### src/rtl/keypad_pkg.sv
// Shared types and helpers for the hex keypad entry block: FSM and
// frame-classification enums, the 4x4 key map and row-bit helpers.
package keypad_pkg;

    localparam int NUM_COLS = 4;
    localparam int NUM_ROWS = 4;

    typedef enum logic [1:0] {
        ST_IDLE     = 2'd0,
        ST_DEBOUNCE = 2'd1,
        ST_HELD     = 2'd2,
        ST_RELEASE  = 2'd3
    } state_t;

    typedef enum logic [1:0] {
        FR_NONE   = 2'd0,
        FR_SINGLE = 2'd1,
        FR_MULTI  = 2'd2
    } frame_t;

    // Hex code printed on the key at (row, col) of a PmodKYPD-style pad.
    function automatic logic [3:0] key_map(input logic [1:0] row, input logic [1:0] col);
        logic [3:0] code;
        case ({row, col})
            4'd0:    code = 4'h1;
            4'd1:    code = 4'h2;
            4'd2:    code = 4'h3;
            4'd3:    code = 4'hA;
            4'd4:    code = 4'h4;
            4'd5:    code = 4'h5;
            4'd6:    code = 4'h6;
            4'd7:    code = 4'hB;
            4'd8:    code = 4'h7;
            4'd9:    code = 4'h8;
            4'd10:   code = 4'h9;
            4'd11:   code = 4'hC;
            4'd12:   code = 4'h0;
            4'd13:   code = 4'hF;
            4'd14:   code = 4'hE;
            4'd15:   code = 4'hD;
            default: code = 4'h0;
        endcase
        return code;
    endfunction

    // Number of active-low (pressed) row lines, 0..4.
    function automatic logic [2:0] low_count(input logic [3:0] rows_n);
        logic [2:0] cnt;
        cnt = 3'd0;
        for (int i = 0; i < NUM_ROWS; i++) begin
            cnt = cnt + {2'b00, ~rows_n[i]};
        end
        return cnt;
    endfunction

    // Index of the lowest-numbered low row line; only meaningful when one is low.
    function automatic logic [1:0] first_low(input logic [3:0] rows_n);
        logic [1:0] idx;
        idx = 2'd0;
        for (int i = NUM_ROWS - 1; i >= 0; i--) begin
            if (!rows_n[i]) begin
                idx = 2'(i);
            end else begin
                idx = idx;
            end
        end
        return idx;
    endfunction

endpackage

### src/rtl/keypad_debouncer.sv
// Frame-rate debounce FSM: turns a stream of per-frame classifications into
// a single accept decision per key press, with no auto-repeat. The accept
// decision is produced in the frame-end cycle and registered by the parent.
module keypad_debouncer
    import keypad_pkg::*;
#(
    parameter int DEBOUNCE = 4
) (
    input  logic       clock,
    input  logic       reset,
    input  logic       frame_valid,
    input  frame_t     frame_kind,
    input  logic [3:0] frame_code,
    output logic       accept,
    output logic [3:0] accept_code
);

    localparam logic [3:0] DB_LAST = 4'(DEBOUNCE);

    state_t     state_r;
    state_t     state_s;
    logic [3:0] cand_r;
    logic [3:0] cand_s;
    logic [3:0] cnt_r;
    logic [3:0] cnt_s;
    logic       accept_s;

    // Next-state and accept decision, evaluated only on frame-end cycles.
    always_comb begin
        state_s  = state_r;
        cand_s   = cand_r;
        cnt_s    = cnt_r;
        accept_s = 1'b0;
        if (frame_valid) begin
            case (state_r)
                ST_IDLE: begin
                    if (frame_kind == FR_SINGLE) begin
                        cand_s = frame_code;
                        if (DEBOUNCE == 1) begin
                            accept_s = 1'b1;
                            state_s  = ST_HELD;
                            cnt_s    = 4'd0;
                        end else begin
                            state_s = ST_DEBOUNCE;
                            cnt_s   = 4'd1;
                        end
                    end else begin
                        state_s = ST_IDLE;
                    end
                end
                ST_DEBOUNCE: begin
                    if (frame_kind == FR_SINGLE) begin
                        if (frame_code == cand_r) begin
                            if ((cnt_r + 4'd1) == DB_LAST) begin
                                accept_s = 1'b1;
                                state_s  = ST_HELD;
                                cnt_s    = 4'd0;
                            end else begin
                                cnt_s = cnt_r + 4'd1;
                            end
                        end else begin
                            cand_s = frame_code;
                            cnt_s  = 4'd1;
                        end
                    end else begin
                        state_s = ST_IDLE;
                        cnt_s   = 4'd0;
                    end
                end
                ST_HELD: begin
                    if (frame_kind == FR_NONE) begin
                        if (DEBOUNCE == 1) begin
                            state_s = ST_IDLE;
                            cnt_s   = 4'd0;
                        end else begin
                            state_s = ST_RELEASE;
                            cnt_s   = 4'd1;
                        end
                    end else begin
                        state_s = ST_HELD;
                    end
                end
                ST_RELEASE: begin
                    if (frame_kind == FR_NONE) begin
                        if ((cnt_r + 4'd1) == DB_LAST) begin
                            state_s = ST_IDLE;
                            cnt_s   = 4'd0;
                        end else begin
                            cnt_s = cnt_r + 4'd1;
                        end
                    end else begin
                        state_s = ST_HELD;
                        cnt_s   = 4'd0;
                    end
                end
                default: begin
                    state_s = ST_IDLE;
                    cnt_s   = 4'd0;
                end
            endcase
        end else begin
            state_s = state_r;
        end
    end

    // FSM state, candidate key and debounce counter.
    always_ff @(posedge clock) begin
        if (reset) begin
            state_r <= ST_IDLE;
            cand_r  <= 4'd0;
            cnt_r   <= 4'd0;
        end else begin
            state_r <= state_s;
            cand_r  <= cand_s;
            cnt_r   <= cnt_s;
        end
    end

    // On an accept the incoming frame code always equals the candidate.
    assign accept      = accept_s;
    assign accept_code = frame_code;

endmodule

### src/rtl/hex_keypad_entry.sv
// 4x4 hex keypad scanner: one-cold column scan, row synchronizer, per-frame
// key classification, debounce, and a shift register of entered digits.
module hex_keypad_entry
    import keypad_pkg::*;
#(
    parameter int N        = 32,
    parameter int SCAN_DIV = 100000,
    parameter int DEBOUNCE = 4
) (
    input  logic         clock,
    input  logic         reset,
    input  logic [3:0]   rows,
    input  logic         clear,
    output logic [3:0]   cols,
    output logic [N-1:0] value,
    output logic [3:0]   key_code,
    output logic         key_valid,
    output logic [3:0]   digit_count
);

    localparam int         DIV_W      = $clog2(SCAN_DIV);
    localparam logic [3:0] MAX_DIGITS = 4'(N / 4);

    logic [3:0]       rows_meta_r;
    logic [3:0]       rows_sync_r;
    logic [DIV_W-1:0] div_r;
    logic [1:0]       col_idx_r;
    logic [3:0]       cols_r;
    logic [1:0]       acc_hits_r;
    logic [3:0]       acc_code_r;
    logic [N-1:0]     value_r;
    logic [3:0]       key_code_r;
    logic             key_valid_r;
    logic [3:0]       digit_count_r;

    logic             col_end_s;
    logic             frame_end_s;
    logic [2:0]       col_hits_s;
    logic [3:0]       col_code_s;
    logic [2:0]       hit_sum_s;
    logic [1:0]       hits_sat_s;
    logic [3:0]       code_s;
    frame_t           frame_kind_s;
    logic             accept_s;
    logic [3:0]       accept_code_s;

    assign col_end_s   = (div_r == DIV_W'(SCAN_DIV - 1));
    assign frame_end_s = col_end_s && (col_idx_r == 2'd3);
    assign col_hits_s  = low_count(rows_sync_r);
    assign col_code_s  = key_map(first_low(rows_sync_r), col_idx_r);
    assign hit_sum_s   = {1'b0, acc_hits_r} + col_hits_s;

    // Merge this column's sample into the frame tally; 2 stands for "two or more".
    always_comb begin
        hits_sat_s   = 2'd0;
        code_s       = acc_code_r;
        frame_kind_s = FR_NONE;
        if (hit_sum_s >= 3'd2) begin
            hits_sat_s = 2'd2;
        end else begin
            hits_sat_s = hit_sum_s[1:0];
        end
        if (acc_hits_r == 2'd0) begin
            code_s = col_code_s;
        end else begin
            code_s = acc_code_r;
        end
        case (hits_sat_s)
            2'd0:    frame_kind_s = FR_NONE;
            2'd1:    frame_kind_s = FR_SINGLE;
            default: frame_kind_s = FR_MULTI;
        endcase
    end

    // Two-flop synchronizer for the asynchronous row lines (idle high).
    always_ff @(posedge clock) begin
        if (reset) begin
            rows_meta_r <= 4'b1111;
            rows_sync_r <= 4'b1111;
        end else begin
            rows_meta_r <= rows;
            rows_sync_r <= rows_meta_r;
        end
    end

    // Column period divider and one-cold column drive.
    always_ff @(posedge clock) begin
        if (reset) begin
            div_r     <= '0;
            col_idx_r <= 2'd0;
            cols_r    <= 4'b1110;
        end else if (col_end_s) begin
            div_r     <= '0;
            col_idx_r <= col_idx_r + 2'd1;
            cols_r    <= ~(4'b0001 << (col_idx_r + 2'd1));
        end else begin
            div_r <= div_r + DIV_W'(1);
        end
    end

    // Per-frame accumulation of pressed intersections across columns 0..2.
    always_ff @(posedge clock) begin
        if (reset) begin
            acc_hits_r <= 2'd0;
            acc_code_r <= 4'd0;
        end else if (frame_end_s) begin
            acc_hits_r <= 2'd0;
            acc_code_r <= 4'd0;
        end else if (col_end_s) begin
            acc_hits_r <= hits_sat_s;
            acc_code_r <= code_s;
        end else begin
            acc_hits_r <= acc_hits_r;
            acc_code_r <= acc_code_r;
        end
    end

    keypad_debouncer #(
        .DEBOUNCE (DEBOUNCE)
    ) u_debouncer (
        .clock       (clock),
        .reset       (reset),
        .frame_valid (frame_end_s),
        .frame_kind  (frame_kind_s),
        .frame_code  (code_s),
        .accept      (accept_s),
        .accept_code (accept_code_s)
    );

    // Accept pulse and last key code; clear leaves these untouched.
    always_ff @(posedge clock) begin
        if (reset) begin
            key_valid_r <= 1'b0;
            key_code_r  <= 4'd0;
        end else begin
            key_valid_r <= accept_s;
            if (accept_s) begin
                key_code_r <= accept_code_s;
            end else begin
                key_code_r <= key_code_r;
            end
        end
    end

    // Digit shift register and saturating digit count; clear beats an accept.
    always_ff @(posedge clock) begin
        if (reset) begin
            value_r       <= '0;
            digit_count_r <= 4'd0;
        end else if (clear) begin
            value_r       <= '0;
            digit_count_r <= 4'd0;
        end else if (accept_s) begin
            value_r <= (value_r << 3'd4) | N'(accept_code_s);
            if (digit_count_r < MAX_DIGITS) begin
                digit_count_r <= digit_count_r + 4'd1;
            end else begin
                digit_count_r <= digit_count_r;
            end
        end else begin
            value_r       <= value_r;
            digit_count_r <= digit_count_r;
        end
    end

    assign cols        = cols_r;
    assign value       = value_r;
    assign key_code    = key_code_r;
    assign key_valid   = key_valid_r;
    assign digit_count = digit_count_r;

endmodule
### config.mk
export PLATFORM = sky130hd
export DESIGN_NAME = hex_keypad_entry
export DESIGN_NICKNAME = d
export VERILOG_FILES = /design/src/rtl/keypad_pkg.sv /design/src/rtl/keypad_debouncer.sv /design/src/rtl/hex_keypad_entry.sv
export SDC_FILE = /design/constraint.sdc
export NUM_CORES = 1
export LEC_CHECK = 0
export ABC_AREA = 1
export CAP_MARGIN = 0
export CORE_ASPECT_RATIO = 0.5
export CORE_UTILIZATION = 35
export DETAILED_ROUTE_END_ITERATION = 10
export PLACE_DENSITY = 0.63
export SYNTH_ARGS = -nofsm -noshare
export SYNTH_HDL_FRONTEND = slang
export SYNTH_SLANG_ARGS = --single-unit
### constraint.sdc
create_clock -name clock -period 4.4 [get_ports clock]
set_clock_uncertainty 0.05 [all_clocks]
set_input_delay 1.1 -clock clock [delete_from_list [all_inputs] [get_ports clock]]
set_output_delay 1.1 -clock clock [all_outputs]
set_load 0.01 [all_outputs]
# [Yosys cells after proc, flatten, opt, wreduce, memory -nomap -nowiden]
# Memory sizes are Yosys's and may differ from the RTL's.
# Cells that the tools add are included.
[totals] regBits=88 latch_bits=0 ram_bits=0 romBits=64 output_inout_bits=45 memories=1
[classes] add_sub_neg=8 multipliers=0 div_mod_pow=0 n_lt_le_gt_ge=2 n_eq_ne=16 n_shift=1 muxes=31 bitwise_logic=6 n_reduce_logical=13
[memory_table] memory="(no name shown)" words=16 word_bits=4 rd=1 rd_clocked_by_memory_dff=0 write_ports=0 line="keypad_pkg.sv:24" source="case ({row, col})"
[op_table] operator="$mux W4" n=10
[op_table] operator="$or A32 B4 Y32" n=1
[op_table] operator="$mux W2" n=10
[op_table] operator="$add A17 B1 Y17 const B" n=1
[op_table] operator="$eq A17 B17 Y1 const B" n=1
[op_table] operator="$pmux W4 S4" n=1
[op_table] operator="$add A4 B1 Y4 const B" n=2
[op_table] operator="$logic_not A2 Y1" n=4
[op_table] operator="$pmux W2 S4" n=1
[op_table] operator="$pmux W4 S2" n=1
[op_table] operator="$mux W1" n=7
[op_table] operator="$eq A2 B1 Y1 const B" n=3
[op_table] operator="$eq A2 B2 Y1 const B" n=3
[op_table] operator="$ne A2 B1 Y1 const B" n=3
[op_table] operator="$ne A3 B3 Y1 const B" n=2
[op_table] operator="$reduce_or A2 Y1" n=3
[op_table] operator="$reduce_and A5 Y1" n=1
[op_table] operator="$eq A4 B3 Y1 const B" n=1
[op_table] operator="$eq A4 B4 Y1" n=1
[op_table] operator="$lt A4 B4 Y1 const B" n=1
[op_table] operator="$not A1 Y1" n=4
[op_table] operator="$not A4 Y4" n=1
[op_table] operator="$pmux W2 S2" n=1
[op_table] operator="$reduce_and A4 Y1" n=1
[op_table] operator="13 further kinds" n=13

# [Logic depth before layout (Yosys ltp)]
# Gate-level depths: netlist of run 1.
[depth] ltp_word=14 depth_mapped=19 mapped_depth_nobuf=19

# [Hierarchy]
# A second synthesis of run 1 with hierarchy kept.
[unflattened] cells_unflattened=542 hier_area_um2=4022.6
[modules_own_cells] module="hex_keypad_entry" instances=1 cells_per_inst=423 area_per_inst_um2=3295.7 seq_area_each_um2=1561.5
[modules_own_cells] module="keypad_debouncer" instances=1 cells_per_inst=119 area_per_inst_um2=726.9 seq_area_each_um2=200.2

# [Worst setup path after synthesis of run 1]
# OpenSTA, ideal clock, no wires.
[synth_timing] path_type="flip-flop to flip-flop" start="reg rows_sync_r[0]" end="reg digit_count_r[1] (netlist: digit_count[1])" setup_ns=0.118 arrival_ns=3.070 t_required_ns=4.232 setup_slack_ns=1.162 stages_incl_launch_ff=16 synth_period_minus_slack_ns=3.238 path_cell_list="dfxtp_1 fa_1 inv_1 fa_1 fa_1 nor2_1 inv_1 nor2_1 inv_1 nor2_1 inv_1 nor2_1 nand3_1 buf_2 nor3_1 nor2_1"
[synth_via] elab_chain_len=14
[synth_lines] element="from (decl)" line="hex_keypad_entry.sv:25" source="logic [3:0] rows_sync_r;"
[synth_lines] element="from (signal assigned)" line="hex_keypad_entry.sv:82" source="rows_sync_r <= rows_meta_r;"
[synth_lines] element="$not A1 Y1" line="keypad_pkg.sv:51" source="cnt = cnt + {2'b00, ~rows_n[i]};"
[synth_lines] element="$add A1 B1 Y2" line="keypad_pkg.sv:51"
[synth_lines] element="$add A2 B1 Y3" line="keypad_pkg.sv:51"
[synth_lines] element="$add A3 B1 Y3" line="keypad_pkg.sv:51"
[synth_lines] element="$add A2 B3 Y3" line="hex_keypad_entry.sv:51" source="assign hit_sum_s = {1'b0, acc_hits_r} + col_hits_s;"
[synth_lines] element="$ge A3 B2 Y1" line="hex_keypad_entry.sv:58" source="if (hit_sum_s >= 3'd2) begin"
[synth_lines] element="$mux W2" line="hex_keypad_entry.sv:58"
[synth_lines] element="$eq A2 B1 Y1 or $logic_not A2 Y1 (tied branches)" line="hex_keypad_entry.sv:68" source="case (hits_sat_s)"
[synth_lines] element="$pmux W2 S2" line="hex_keypad_entry.sv:68"
[synth_lines] element="$eq A2 B1 Y1" line="keypad_debouncer.sv:52" source="if (frame_kind == FR_SINGLE) begin"
[synth_lines] element="$mux W1 *" line="keypad_debouncer.sv:52"
[synth_lines] element="$mux W1 *" line="keypad_debouncer.sv:35" source="case (state_r)"
[synth_lines] element="$mux W1 *" line="keypad_debouncer.sv:34" source="if (frame_valid) begin"
[synth_lines] element="$reduce_and A2 Y1 (no line) *"
[synth_lines] element="to (signal assigned)" line="hex_keypad_entry.sv:156" source="digit_count_r <= digit_count_r + 4'd1;"
[synth_lines] element="to (signal assigned)" line="hex_keypad_entry.sv:158" source="digit_count_r <= digit_count_r;"
[synth_lines] element="to (signal assigned)" line="hex_keypad_entry.sv:162" source="digit_count_r <= digit_count_r;"
[synth_lines] element="to (decl)" line="hex_keypad_entry.sv:34" source="logic [3:0] digit_count_r;"
# Every way passes the cells marked *; elsewhere a longest branch is shown, timed or not.
# A chain may end at the register's enable or synchronous reset.

# [Final worst setup path of run 1]
[layout_timing] start="reg rows_sync_r[0]" end="reg key_code_r[1] (netlist: key_code[1])"
[layout_via] elab_chain_len=13
[layout_lines] element="$not A1 Y1" line="keypad_pkg.sv:51"
[layout_lines] element="$add A1 B1 Y2" line="keypad_pkg.sv:51"
[layout_lines] element="$add A2 B1 Y3" line="keypad_pkg.sv:51"
[layout_lines] element="$add A3 B1 Y3" line="keypad_pkg.sv:51"
[layout_lines] element="$add A2 B3 Y3" line="hex_keypad_entry.sv:51"
[layout_lines] element="$ge A3 B2 Y1" line="hex_keypad_entry.sv:58"
[layout_lines] element="$mux W2" line="hex_keypad_entry.sv:58"
[layout_lines] element="$eq A2 B1 Y1 or $logic_not A2 Y1 (tied branches)" line="hex_keypad_entry.sv:68"
[layout_lines] element="$pmux W2 S2" line="hex_keypad_entry.sv:68"
[layout_lines] element="$eq A2 B1 Y1" line="keypad_debouncer.sv:52"
[layout_lines] element="$mux W1" line="keypad_debouncer.sv:52"
[layout_lines] element="$mux W1" line="keypad_debouncer.sv:35"
[layout_lines] element="$mux W1" line="keypad_debouncer.sv:34"
[layout_lines] element="to (signal assigned)" line="hex_keypad_entry.sv:138" source="key_code_r <= accept_code_s;"
[layout_lines] element="to (signal assigned)" line="hex_keypad_entry.sv:140" source="key_code_r <= key_code_r;"
[layout_lines] element="to (decl)" line="hex_keypad_entry.sv:32" source="logic [3:0] key_code_r;"
# Several ways; a longest one is shown, not always the timed one.

==> results of run 1 <==
[registers in the layout, summed over array words and instances (netlist names)]
signal / flops
value: 32
div_r: 17
acc_code_r: 4
cols: 4
digit_count: 4
key_code: 4
rows_meta_r: 4
rows_sync_r: 4
u_debouncer.cand_r: 4
u_debouncer.cnt_r: 4
acc_hits_r: 2
col_idx_r: 2
u_debouncer.state_r: 2
key_valid: 1
[synthesized netlist by cell type, types with 5 or more instances]
library cell | count | area, sq um
dfxtp_1 | 88 | 1762
nand3_1 | 23 | 115.1
inv_1 | 52 | 195.2
nor3b_1 | 5 | 37.54
or2_2 | 9 | 56.30
clkbuf_1 | 10 | 37.54
nor2_1 | 98 | 367.9
a21oi_1 | 37 | 185.2
o21ai_1 | 29 | 145.1
o21ai_0 | 16 | 80.08
nor3_1 | 10 | 50.05
nand4_1 | 7 | 43.79
nand2_1 | 71 | 266.5
ha_1 | 10 | 125.1
[logic make-up after synthesis]
family | share of synthesized area, %
AOI/OAI and AO/OA | 13.08
buffers and inverters | 7.551
adders and majority gates | 4.838
and+or+nand+nor | 27.59
xor gates and xnor gates | 0.9155
DFF | 46.03
[final cells by class]
class,count,area [sq um]
multi-input cells,348,1777
fillers,1017,5647
clock inverters,4,55.05
well taps,140,175.2
flip-flops and latches,88,1762
inverters,56,211.5
repair buffers,55,540.5
clock buffers,11,242.7
[path summary, 6_finish.rpt]
check | start | endpoint | slack (ns) | cells past startpoint
setup / recovery | rows_sync_r[0] | key_code[1] | 0.74 | 15
hold / removal | rows_meta_r[1] | rows_sync_r[1] | 0.37 | 1
setup reg to reg | rows_sync_r[0] | key_code[1] | 0.74 | 15
hold reg to reg | rows_meta_r[1] | rows_sync_r[1] | 0.37 | 1
[metal layers]
layer  up-vias  global-route usage (%)
li1       1738                       -
met1      1476                   20.55
met2        61                   21.48
met3        13                   4.157
met4         0                   6.162
met5         -                       0
[metrics by stage]
step	hold WS, ns	utilization [%]	cell area [sq um]
2_1_floorplan	0.3395	-	3827
3_3_place_gp	0.3422	42.90	4466
3_5_place_dp	0.3458	42.90	4466
4_1_cts	0.3616	45.76	4763
5_1_grt	0.3759	45.76	4763
6_report	0.3652	45.76	4763
[worst register-to-register path, delay by kind of cell (launching register included)]
kind | cells | cell delay, ns
flip-flops | 1 | 0.38
adder cells (fa/ha/maj) | 3 | 1.36
buffers and inverters | 5 | 0.62
AND/OR/NAND/NOR | 6 | 1.03
AO/OA/AOI/OAI | 1 | 0.15
[power groups by stage]
stage               Sequential, uW  Combinational, uW  Clock [uW]
floorplan                      823               45.7           0
global placement               824               62.9           0
detailed placement             824               63.3           0
CTS                            806               63.5         775
global route                   806               72.9         812
finish                         806               62.6         757
==> results by group, run 1 <==
Worst hold path
  • Hold crit path type: register to register

Critical path
  • Worst-path cell chain: fa_1 -> inv_1 -> fa_1 -> fa_1 -> nor2_1 -> inv_1 -> nor2_1 -> inv_1 -> nor2_1 -> inv_1 -> nor2_1 -> nand3_4 -> clkinv_2 -> nand2_1 -> a21oi_1
  • Worst stage delay on the critical path: 0.55 ns
  • Crit path max fanout: 32
  • Worst Path Buf+Inv: 5
  • Crit path max-delay family: adder cells
  • Slowest CP cell: fa_1
  • Critical Path Sink Type: register
  • Worst EP arrival: 3.87 ns
  • Worst EP required: 4.62 ns
  • Crit path kind: register to register
  • Crit start category: register

Detailed routing
  • Vias per cell: 4.684
  • Routed vias: 3288
  • DRT Wirelength: 8085 um
  • Drt pass-1 iters: 4
  • Top layer reached by signal wires: met4
  • DRC viols: 0
  • Antenna-violating nets left: 0
  • Routed WL per cell: 11.52 um
  • Wl on met1: 4207 um
  • 1st-iter DRT viols: 241
  • Met3 WL post-DR: 425 um
  • Met2 Wirelength: 3316 um

Global route
  • First-pass GRT wire length: 13620 um
  • Largest net degree at the start of global routing: 33
  • Total track usage: 14.85%
  • Antenna violations before repair: 0
  • Number of global-route vias before repair: 2820
  • GRT Residual Overflow: 0

Layout
  • Leading cell types in the layout, fill and taps excluded: 98 x nor2_1, 88 x dfxtp_1, 71 x nand2_1
  • Post-Layout Cell Count: 702
  • N_diodes: 0
  • Area Growth Syn to Fin: 24.45%
  • Ratio of cells with drive above 1 in the final layout: 6.940%
  • Layout Nets: 578
  • Commonest non-fill, non-tap cell in the layout: nor2_1

Clock network
  • H-tree levels: 3
  • Hold_buf cts: 0
  • Clk slew on worst S/H paths: 0.06 ns
  • CTS tree: yes
  • Worst-case clock buffer depth: 2
  • Clk root buf: clkbuf_16
  • Post-CTS setup buffer count: 0
  • PostCTS Resize Cnt: 0
  • Sinks on Clock Net: 88
  • Clk_lat worst skew: 0.33 ns
  • Inserted Clock Buffers: 9

Power and ir drop
  • Static Leakage: 0.001955 uW
  • Sequential share of power: 49.6%
  • Sw frac: 21.25%
  • P_sw: 345.3 uW
  • Total internal power: 1280 uW
  • Clock power frac: 46.6%
  • Logic pwr share: 3.9%
  • Peak VDD IR: 0.1319 mV
  • Total Power: 1625 uW
  • Cell Pwr Density: 341.2 nW/um^2

Floorplan
  • Row cnt: 26
  • Initial core utilization: 36.77%
  • Die H: 75.95 um
  • Die width: 149.9 um
  • Core Region: 10410 sq um
  • # IOs: 52
  • Area of the die: 11380 sq um

Logic synthesis
  • Post-synth EDFFs: 0
  • Syn_area_per_cell: 7.534 sq um
  • Net Count, Synth: 528
  • Asr flop ratio synth: 0%
  • Sequential-to-total area share from yosys stat: 46.03%
  • Flops & latches, synth: 88
  • Netlist Area Pre-Place: 3827 sq um
  • Cells after synthesis: 508
  • Predominant post-synthesis flop cell: dfxtp_1
  • Yosys cell types: 38
  • Synth warnings: 0

STA
  • Tcrit/Tclk final: 83.07%
  • Fmax: 273.6 MHz
  • Final setup viols: 0
  • Endpoints failing hold: 0
  • Final TNS setup: 0 ns
  • Worst-Margin Slew: 0.5379 ns
  • Worst setup margin: 0.7449 ns
  • Slew margin rel.: 63.81%
  • RSZ-0062 raised after global routing: false
  • Max-slew violations: 0
  • Min Tclk post-route: 3.655 ns

Placed design
  • IO buf count: 51
  • Placed Cells: 687
  • Pre-CTS setup slack: 0.7379 ns
  • Post-DP HPWL: 5763 um
  • Placer Congestion: 0.8032

Status
  • Status: complete, no violations

Job
  • Max-cap violations: 0
No activity file was read; power rests on OpenSTA's default activity.
==> run 2, diff against run 1 <==
==> constraint.sdc (replaced) <==
create_clock -name clock -period 3.5 [get_ports clock]
set_clock_uncertainty 0.05 [all_clocks]
set_input_delay 0.875 -clock clock [delete_from_list [all_inputs] [get_ports clock]]
set_output_delay 0.875 -clock clock [all_outputs]
set_load 0.01 [all_outputs]
==> results by group, run 2 (synthesized netlist as in run 1, its figures left out) <==
Floorplan
  • Die H: 75.95 um (unchanged)
  • Core Region: 10410 sq um (unchanged)
  • Row cnt: 26 (unchanged)
  • Area of the die: 11380 sq um (unchanged)
  • Die width: 149.9 um (unchanged)
  • Initial core utilization: 36.77% (unchanged)
  • # IOs: 52 (unchanged)

Power and ir drop
  • Total Power: 1978 uW (+22%)
  • Cell Pwr Density: 412.4 nW/um^2 (+21%)
  • Static Leakage: 0.001974 uW (+0.96%)
  • Peak VDD IR: 0.2042 mV (+55%)

Layout
  • Layout Nets: 582 (+0.69%)
  • Ratio of cells with drive above 1 in the final layout: 8.289% (+1.3 points)
  • Post-Layout Cell Count: 707 (+0.71%)
  • Area Growth Syn to Fin: 25.30%
  • Largest register FFs: 32 (unchanged)
  • Commonest non-fill, non-tap cell in the layout: nor2_1
  • Leading cell types in the layout, fill and taps excluded: 96 x nor2_1, 88 x dfxtp_1, 71 x nand2_1
  • N_diodes: 0 (unchanged)

Detailed routing
  • DRC viols: 0 (unchanged)
  • Drt pass-1 iters: 4 (unchanged)
  • Routed vias: 3359 (+2.2%)
  • Routed WL per cell: 11.52 um (about the same)
  • 1st-iter DRT viols: 157 (-35%)
  • DRT Wirelength: 8147 um (+0.77%)
  • Antenna-violating nets left: 0 (unchanged)
  • Vias per cell: 4.751 (+1.4%)

Critical path
  • Reg2Reg Setup Slack: 0.27 ns (-0.48 ns)
  • Worst EP arrival: 3.45 ns (-0.42 ns)
  • Critical Path Sink Type: register
  • Reg2reg start: acc_hits_r[0]
  • Critical R2R Capture: value[4]
  • Crit path max fanout: 18 (-44%)
  • Crit start category: register
  • Worst EP required: 3.72 ns (-0.90 ns)
  • FF-to-FF path depth: 17 (+2)
  • Crit path kind: register to register

Worst hold path
  • Worst Hold End: rows_sync_r[0]
  • Worst Hold Path Cells: 1 (unchanged)
  • Hold_sp: rows_meta_r[0]
  • Hold crit path type: register to register

Clock network
  • Inserted Clock Buffers: 9 (unchanged)
  • PostCTS Resize Cnt: 0 (unchanged)
  • CTS tree: yes
  • Sinks on Clock Net: 88 (unchanged)
  • Worst-case clock buffer depth: 2 (unchanged)
  • Clk root buf: clkbuf_16
  • Hold_buf cts: 0 (unchanged)
  • Clk_lat worst skew: 0.34 ns (about the same)
  • Post-CTS setup buffer count: 0 (unchanged)
  • H-tree levels: 3 (unchanged)
  • Clk slew on worst S/H paths: 0.06 ns (about the same)

Placed design
  • Post-DP HPWL: 5845 um (+1.4%)
  • IO buf count: 51 (unchanged)
  • Pre-CTS setup slack: 0.04513 ns (-0.6928 ns)
  • Placed Cells: 691 (+0.58%)
  • Placer Congestion: 0.8211 (+2.2%)

Global route
  • First-pass GRT wire length: 14050 um (+3.1%)
  • Largest net degree at the start of global routing: 29 (-12%)
  • Total track usage: 15.44% (+0.59 points)
  • Number of global-route vias before repair: 3012 (+6.8%)
  • Antenna violations before repair: 0 (unchanged)
  • GRT Residual Overflow: 0 (unchanged)

Status
  • Status: complete, no violations

STA
  • Tcrit/Tclk final: 92.34% (+9.3 points)
  • Slew margin rel.: 65.06% (+1.3 points)
  • Worst setup margin: 0.2682 ns (-0.4768 ns)
  • Final setup viols: 0 (unchanged)
  • Final TNS setup: 0 ns (unchanged)
  • Worst-Margin Slew: 0.5228 ns (-0.01514 ns)
  • Fmax: 309.4 MHz (+13%)
  • Min Tclk post-route: 3.232 ns (-0.4232 ns)
  • Worst hold slack: 0.3585 ns (-0.006659 ns)
  • RSZ-0062 raised after global routing: false
  • Max-slew violations: 0 (unchanged)
  • Endpoints failing hold: 0 (unchanged)

Job
  • Max-cap violations: 0 (unchanged)
[run 2: cell types whose count changed in the layout (fill, tap and decap cells not counted)]
cell	change
inv_4	+1
nor2_4	+2
clkbuf_8	-1
clkinv_2	+3
nor2_1	-2
buf_12	+1
clkinvlp_4	-1
inv_6	+1
clkbuf_1	-1
buf_4	+3
bufinv_16	-1
[run 2: per-stage QoR]
step                area [sq um]  utilization, %
finish                      4796           46.07
CTS                         4780           45.91
floorplan                   3827               -
global route                4796           46.07
detailed placement          4508           43.31
global placement            4508           43.31
[run 2: where the power goes]
group          switching, uW  internal, uW
Combinational           50.9          30.3
Sequential              4.28          1010
Clock                    404           481
[run 2: how the worst max path moves through the flow]
stage | from | endpoint | slack [ns]
finish | acc_hits_r[0] | value[4] | 0.27
global route | acc_hits_r[0] | value[11] | 0.05
CTS | acc_hits_r[0] | value[4] | 0.02
detailed placement | acc_hits_r[0] | value[6] | 0.05
global placement | acc_hits_r[0] | value[12] | 0.12
floorplan | rows_sync_r[0] | digit_count[1] | 0.26
[run 2: layout make-up]
cell class	count	area, sq um
clock buffers	9	225.2
clock inverters	7	46.29
fillers	1054	5614
inverters	56	212.7
multi-input cells	348	1792
flip-flops and latches	88	1762
well taps	140	175.2
repair buffers	59	583.1
[run 2: routing by layer]
layer  up-vias  routed length [um]  track usage [%]
met2        71                3384            23.89
met4         0                  78            4.949
met1      1521                4185            20.10
met5         -                   0                0
li1       1762                   -                -
met3         5                 499            5.241
[run 2: worst max-delay path, cell delays in order, from the launching register on]
cell and delay, ns:
dfxtp_1 0.36, inv_1 0.07, fa_1 0.50, inv_1 0.05, fa_1 0.38, fa_1 0.43, nor2_1 0.11, inv_1 0.07
nor2_1 0.12, inv_1 0.06, nor2_2 0.11, inv_1 0.09, nor2_4 0.15, nand3_4 0.10, inv_4 0.18, buf_12 0.17
o21ai_1 0.06, nor2_1 0.10
==> run 3, diff against run 2 <==
--- a/config.mk
+++ b/config.mk
@@ -11,6 +11,7 @@
 export CORE_UTILIZATION = 35
 export DETAILED_ROUTE_END_ITERATION = 10
 export PLACE_DENSITY = 0.63
+export SLEW_MARGIN = 20
 export SYNTH_ARGS = -nofsm -noshare
 export SYNTH_HDL_FRONTEND = slang
 export SYNTH_SLANG_ARGS = --single-unit
==> constraint.sdc (replaced) <==
create_clock -name clock -period 3.9 [get_ports clock]
set_clock_uncertainty 0.05 [all_clocks]
set_input_delay 0.975 -clock clock [delete_from_list [all_inputs] [get_ports clock]]
set_output_delay 0.975 -clock clock [all_outputs]
set_load 0.01 [all_outputs]
==> results by group, run 3 (synthesized netlist as in run 1, its figures left out) <==
Detailed routing
  • Antenna-violating nets left: 0 (unchanged)
  • 1st-iter DRT viols: 187 (+19%)
  • DRC viols: 0 (unchanged)
  • Routed vias: 3253 (-3.2%)
  • Routed WL per cell: 11.59 um (+0.62%)
  • Drt pass-1 iters: 4 (unchanged)
  • Vias per cell: 4.627 (-2.6%)
  • DRT Wirelength: 8151 um (about the same)

Clock network
  • Clk slew on worst S/H paths: 0.06 ns (about the same)
  • PostCTS Resize Cnt: 0 (unchanged)
  • Sinks on Clock Net: 88 (unchanged)
  • Post-CTS setup buffer count: 0 (unchanged)
  • Worst-case clock buffer depth: 2 (unchanged)
  • Clk root buf: clkbuf_16
  • Hold_buf cts: 0 (unchanged)
  • H-tree levels: 3 (unchanged)
  • Inserted Clock Buffers: 9 (unchanged)
  • Clk_lat worst skew: 0.34 ns (about the same)
  • CTS tree: yes

Global route
  • Antenna violations before repair: 0 (unchanged)
  • Number of global-route vias before repair: 2952 (-2.0%)
  • First-pass GRT wire length: 13960 um (-0.64%)
  • Largest net degree at the start of global routing: 33 (+14%)
  • GRT Residual Overflow: 0 (unchanged)
  • Total track usage: 15.26% (-0.18 points)

Status
  • Status: complete, no violations

Worst hold path
  • Hold crit path type: register to register

Floorplan
  • Row cnt: 26 (unchanged)
  • Die H: 75.95 um (unchanged)
  • # IOs: 52 (unchanged)
  • Area of the die: 11380 sq um (unchanged)
  • Die width: 149.9 um (unchanged)
  • Core Region: 10410 sq um (unchanged)
  • Initial core utilization: 36.77% (unchanged)

Critical path
  • Worst EP required: 4.12 ns (+0.40 ns)
  • Crit start category: register
  • Critical Path Sink Type: register
  • Crit path kind: register to register
  • Crit path max fanout: 32 (+14)
  • Worst EP arrival: 3.69 ns (+0.24 ns)

Layout
  • Area Growth Syn to Fin: 25.73%
  • Largest register FFs: 32 (unchanged)
  • N_diodes: 0 (unchanged)
  • Fin util: 46.23% (+0.16 points)
  • Commonest non-fill, non-tap cell in the layout: nor2_1
  • Fillcell total: 1027 (-2.6%)
  • Design Area, Final: 4812 sq um (+0.34%)
  • Leading cell types in the layout, fill and taps excluded: 97 x nor2_1, 88 x dfxtp_1, 71 x nand2_1
  • Layout Nets: 578 (-0.69%)
  • Ratio of cells with drive above 1 in the final layout: 7.460% (-0.83 points)

STA
  • Final setup viols: 0 (unchanged)
  • Max-slew violations: 0 (unchanged)
  • Min Tclk post-route: 3.473 ns (+0.2409 ns)
  • Worst-Margin Slew: 0.5223 ns (-0.0004995 ns)
  • Tcrit/Tclk final: 89.04% (-3.3 points)
  • RSZ-0062 raised after global routing: false
  • Fmax: 288.0 MHz (-6.9%)
  • Endpoints failing hold: 0 (unchanged)
  • Worst setup margin: 0.4273 ns (+0.1591 ns)
  • Final TNS setup: 0 ns (unchanged)
  • Slew margin rel.: 64.86% (-0.20 points)

Placed design
  • Placed Area: 4466 sq um (-0.94%)
  • IO buf count: 51 (unchanged)
  • Pre-CTS setup slack: 0.2517 ns (+0.2066 ns)
  • Post-DP HPWL: 5780 um (-1.1%)
  • Placer Congestion: 0.8098 (-1.4%)

Job
  • Max-cap violations: 0 (unchanged)

Power and ir drop
  • Cell Pwr Density: 407.8 nW/um^2 (-1.1%)
  • Peak VDD IR: 0.1831 mV (-10%)
  • Static Leakage: 0.001983 uW (+0.49%)
run 3: cell count changes in the layout (fill, tap and decap cells not counted), moves of 2 or more:
cell       delta
buf_4         -3
clkinv_4      -2
clkinv_2      -2
bufinv_16     +3
nor2_4        -2
run 3: final cells by class:
type	count	area (sq um)	area share, %
multi-input cells	348	1779	36.97
flip-flops and latches	88	1762	36.61
repair buffers	55	540.5	11.23
clock buffers	9	225.2	4.680
inverters	56	212.7	4.420
well taps	140	175.2	3.640
clock inverters	7	117.6	2.444
run 3: critical path: stages (launching register included):
cell and delay [ns]:
dfxtp_1 0.39, fa_1 0.55, inv_1 0.05, fa_1 0.38, fa_1 0.43, nor2_1 0.11, inv_1 0.06, nor2_1 0.13
inv_1 0.05, nor2_1 0.15, inv_1 0.08, nor2_2 0.21, nand3_4 0.18, inv_4 0.30, nand2_1 0.12, a21oi_1 0.14
run 3: final timing paths:
check        depth (start not counted)             end           start  slack (ns)
max reg2reg                         15        value[1]  rows_sync_r[0]        0.43
max                                 15        value[1]  rows_sync_r[0]        0.43
min reg2reg                          1  rows_sync_r[0]  rows_meta_r[0]        0.36
min                                  1  rows_sync_r[0]  rows_meta_r[0]        0.36
run 3: per-stage QoR:
step                hold slack, ns  total power (uW)  std cells
global route                0.3792              2034        703
CTS                         0.3595              1986        703
floorplan                   0.3395             979.9        508
detailed placement          0.3433              1000        687
global placement            0.3456              1000        687
finish                      0.3604              1962        703
run 3: metal layers:
metal / wire length [um] / vias to the layer above / GRT usage, %
li1: - / 1749 / -
met1: 4079 / 1426 / 20.30
met2: 3459 / 69 / 23.15
met3: 501 / 9 / 5.060
met4: 110 / 0 / 4.848
met5: 0 / - / 0
run 3: power breakdown:
part           leakage, uW  internal (uW)  switching (uW)  total, uW
clock network     0.000170            628             354        982
logic              0.00110           26.4            44.5       70.9
registers         0.000711            905            4.26        909
total              0.00198           1560             403       1960
==> RTL change, RTL diff (flow settings as in run 1) <==
Register the inputs `rows` and `clear` before use, with the module's reset. The logic sees them one clock later.
--- a/src/rtl/hex_keypad_entry.sv
+++ b/src/rtl/hex_keypad_entry.sv
@@ -20,6 +20,19 @@
 
     localparam int         DIV_W      = $clog2(SCAN_DIV);
     localparam logic [3:0] MAX_DIGITS = 4'(N / 4);
+
+    logic [3:0] rows_q;
+    logic clear_q;
+
+    always_ff @(posedge clock) begin
+        if (reset) begin
+            rows_q  <= '0;
+            clear_q <= '0;
+        end else begin
+            rows_q  <= rows;
+            clear_q <= clear;
+        end
+    end
 
     logic [3:0]       rows_meta_r;
     logic [3:0]       rows_sync_r;
@@ -78,7 +91,7 @@
             rows_meta_r <= 4'b1111;
             rows_sync_r <= 4'b1111;
         end else begin
-            rows_meta_r <= rows;
+            rows_meta_r <= rows_q;
             rows_sync_r <= rows_meta_r;
         end
     end
@@ -147,7 +160,7 @@
         if (reset) begin
             value_r       <= '0;
             digit_count_r <= 4'd0;
-        end else if (clear) begin
+        end else if (clear_q) begin
             value_r       <= '0;
             digit_count_r <= 4'd0;
         end else if (accept_s) begin
Formal check against the unedited RTL: same outputs for any inputs over 10 cycles, from zero or initial values and one cycle with reset high; that may be too few to reach the edited logic, so the function may still have changed.
==> RTL change against run 1 <==
- the run now ends with DRC left
- area after synthesis is 3.9% higher
- setup slack worse by 190 ps
- clock power is 3% higher
- critical endpoint is now digit_count[2]$_SDFFE_PP0P_
- routed wire length is 1.7% higher
- cell area is 3.3% higher
- sequential cell count is 5 higher
- power is 5.3% higher
- hold slack worse by 8.8 ps
- largest power group unchanged
==> RTL change: results (changes against run 1) <==
- IR drop worst, VDD: 148 uV (+13%)
- Met2 global-route usage: 22.6% (+1.1 points)
- WL met1: 4260 um (+1.1%)
- Met3 WL post-DR: 430 um (+1.2%)
- Proportion of layout cells with a drive suffix above 1: 7.89% (+0.96 points)
- Total cell area at the placement stage: 0.00462 mm2 (+3.5%)
- Remaining DRCs: 7 (+7)
- Vias per cell: 4.65 (-0.68%)
- Total iterations of the first detailed-routing run: 8 (+4)
- Cell-internal power: 1.32 mW (+3.3%)
- Sequential cell fraction of total power: 50.0% (+0.4 points)
- Share of the synthesized area in compound gates (AO/OA/AOI/OAI): 15.1% (+2.0 points)
- Iter 0 DRT Violations: 169 (-30%)
- Fraction of synthesized cell area in xor and xnor cells: 1.10% (+0.19 points)
- Post-placement worst setup slack: 505 ps (-232 ps)
- Number of global-route vias before repair: 2908 (+3.1%)
- Sequential-to-total area share from yosys stat: 46.8% (+0.78 points)
- Count of distinct cell types in the synthesized netlist: 35 (-7.9%)
- Crit path largest cell delay: 580 ps (+30 ps)
- Global-route wire length before repair: 14000 um (+2.7%)
- DR WL/cell: 11.5 um (-0.19%)
- Met2 wire length: 3480 um (+5.0%)
- Result of the run: finished, violations left
- Post-synthesis adder-cell area fraction: 4.66% (-0.18 points)
- Critical-path maximum fanout: 11 (-66%)
- Global-route track usage on met3: 4.92% (+0.76 points)
- Leakage power summed over all cells: 1.98 nW (+1.3%)
- Layout net count: 586 (+1.4%)
- Failing checks: DRC
- Detailed-placement wirelength estimate: 5810 um (+0.87%)
- Last weighted congestion value of the routability-driven placer: 0.782 (-2.6%)
- Normalized max-slew margin: 60.6% (-3.2 points)
- P_comb: 79.0 uW (+26%)
- Synth Area per Inst: 7.71 um2 (+2.3%)
- Overall Global Routing Usage: 14.8% (-0.059 points)
## RTL change: cell count changes in the layout (fill, tap and decap cells not counted), moves of 5 or more
cell	run 1	this run
sky130_fd_sc_hd__dfxtp_1	88	93
sky130_fd_sc_hd__a21oi_1	37	59
sky130_fd_sc_hd__o21ai_1	29	8
sky130_fd_sc_hd__nor2_1	98	56
sky130_fd_sc_hd__o21ai_0	16	37
sky130_fd_sc_hd__inv_1	52	72
## RTL change: final timing paths
check | end | slack [ps] | cells after the start
hold reg to reg | rows_sync_r[3]$_SDFF_PP1_ | 360 | 1
setup / recovery | digit_count[2]$_SDFFE_PP0P_ | 550 | 16
hold / removal | rows_sync_r[3]$_SDFF_PP1_ | 360 | 1
setup reg to reg | digit_count[2]$_SDFFE_PP0P_ | 550 | 16
## RTL change: area by class of cell
type                    instances  area (um2)
fillers                      1091        6090
clock inverters                 6        71.3
inverters                      75         282
flip-flops and latches         93        1860
multi-input cells             333        1760
repair buffers                 54         533
well taps                     145         181
clock buffers                   9         225
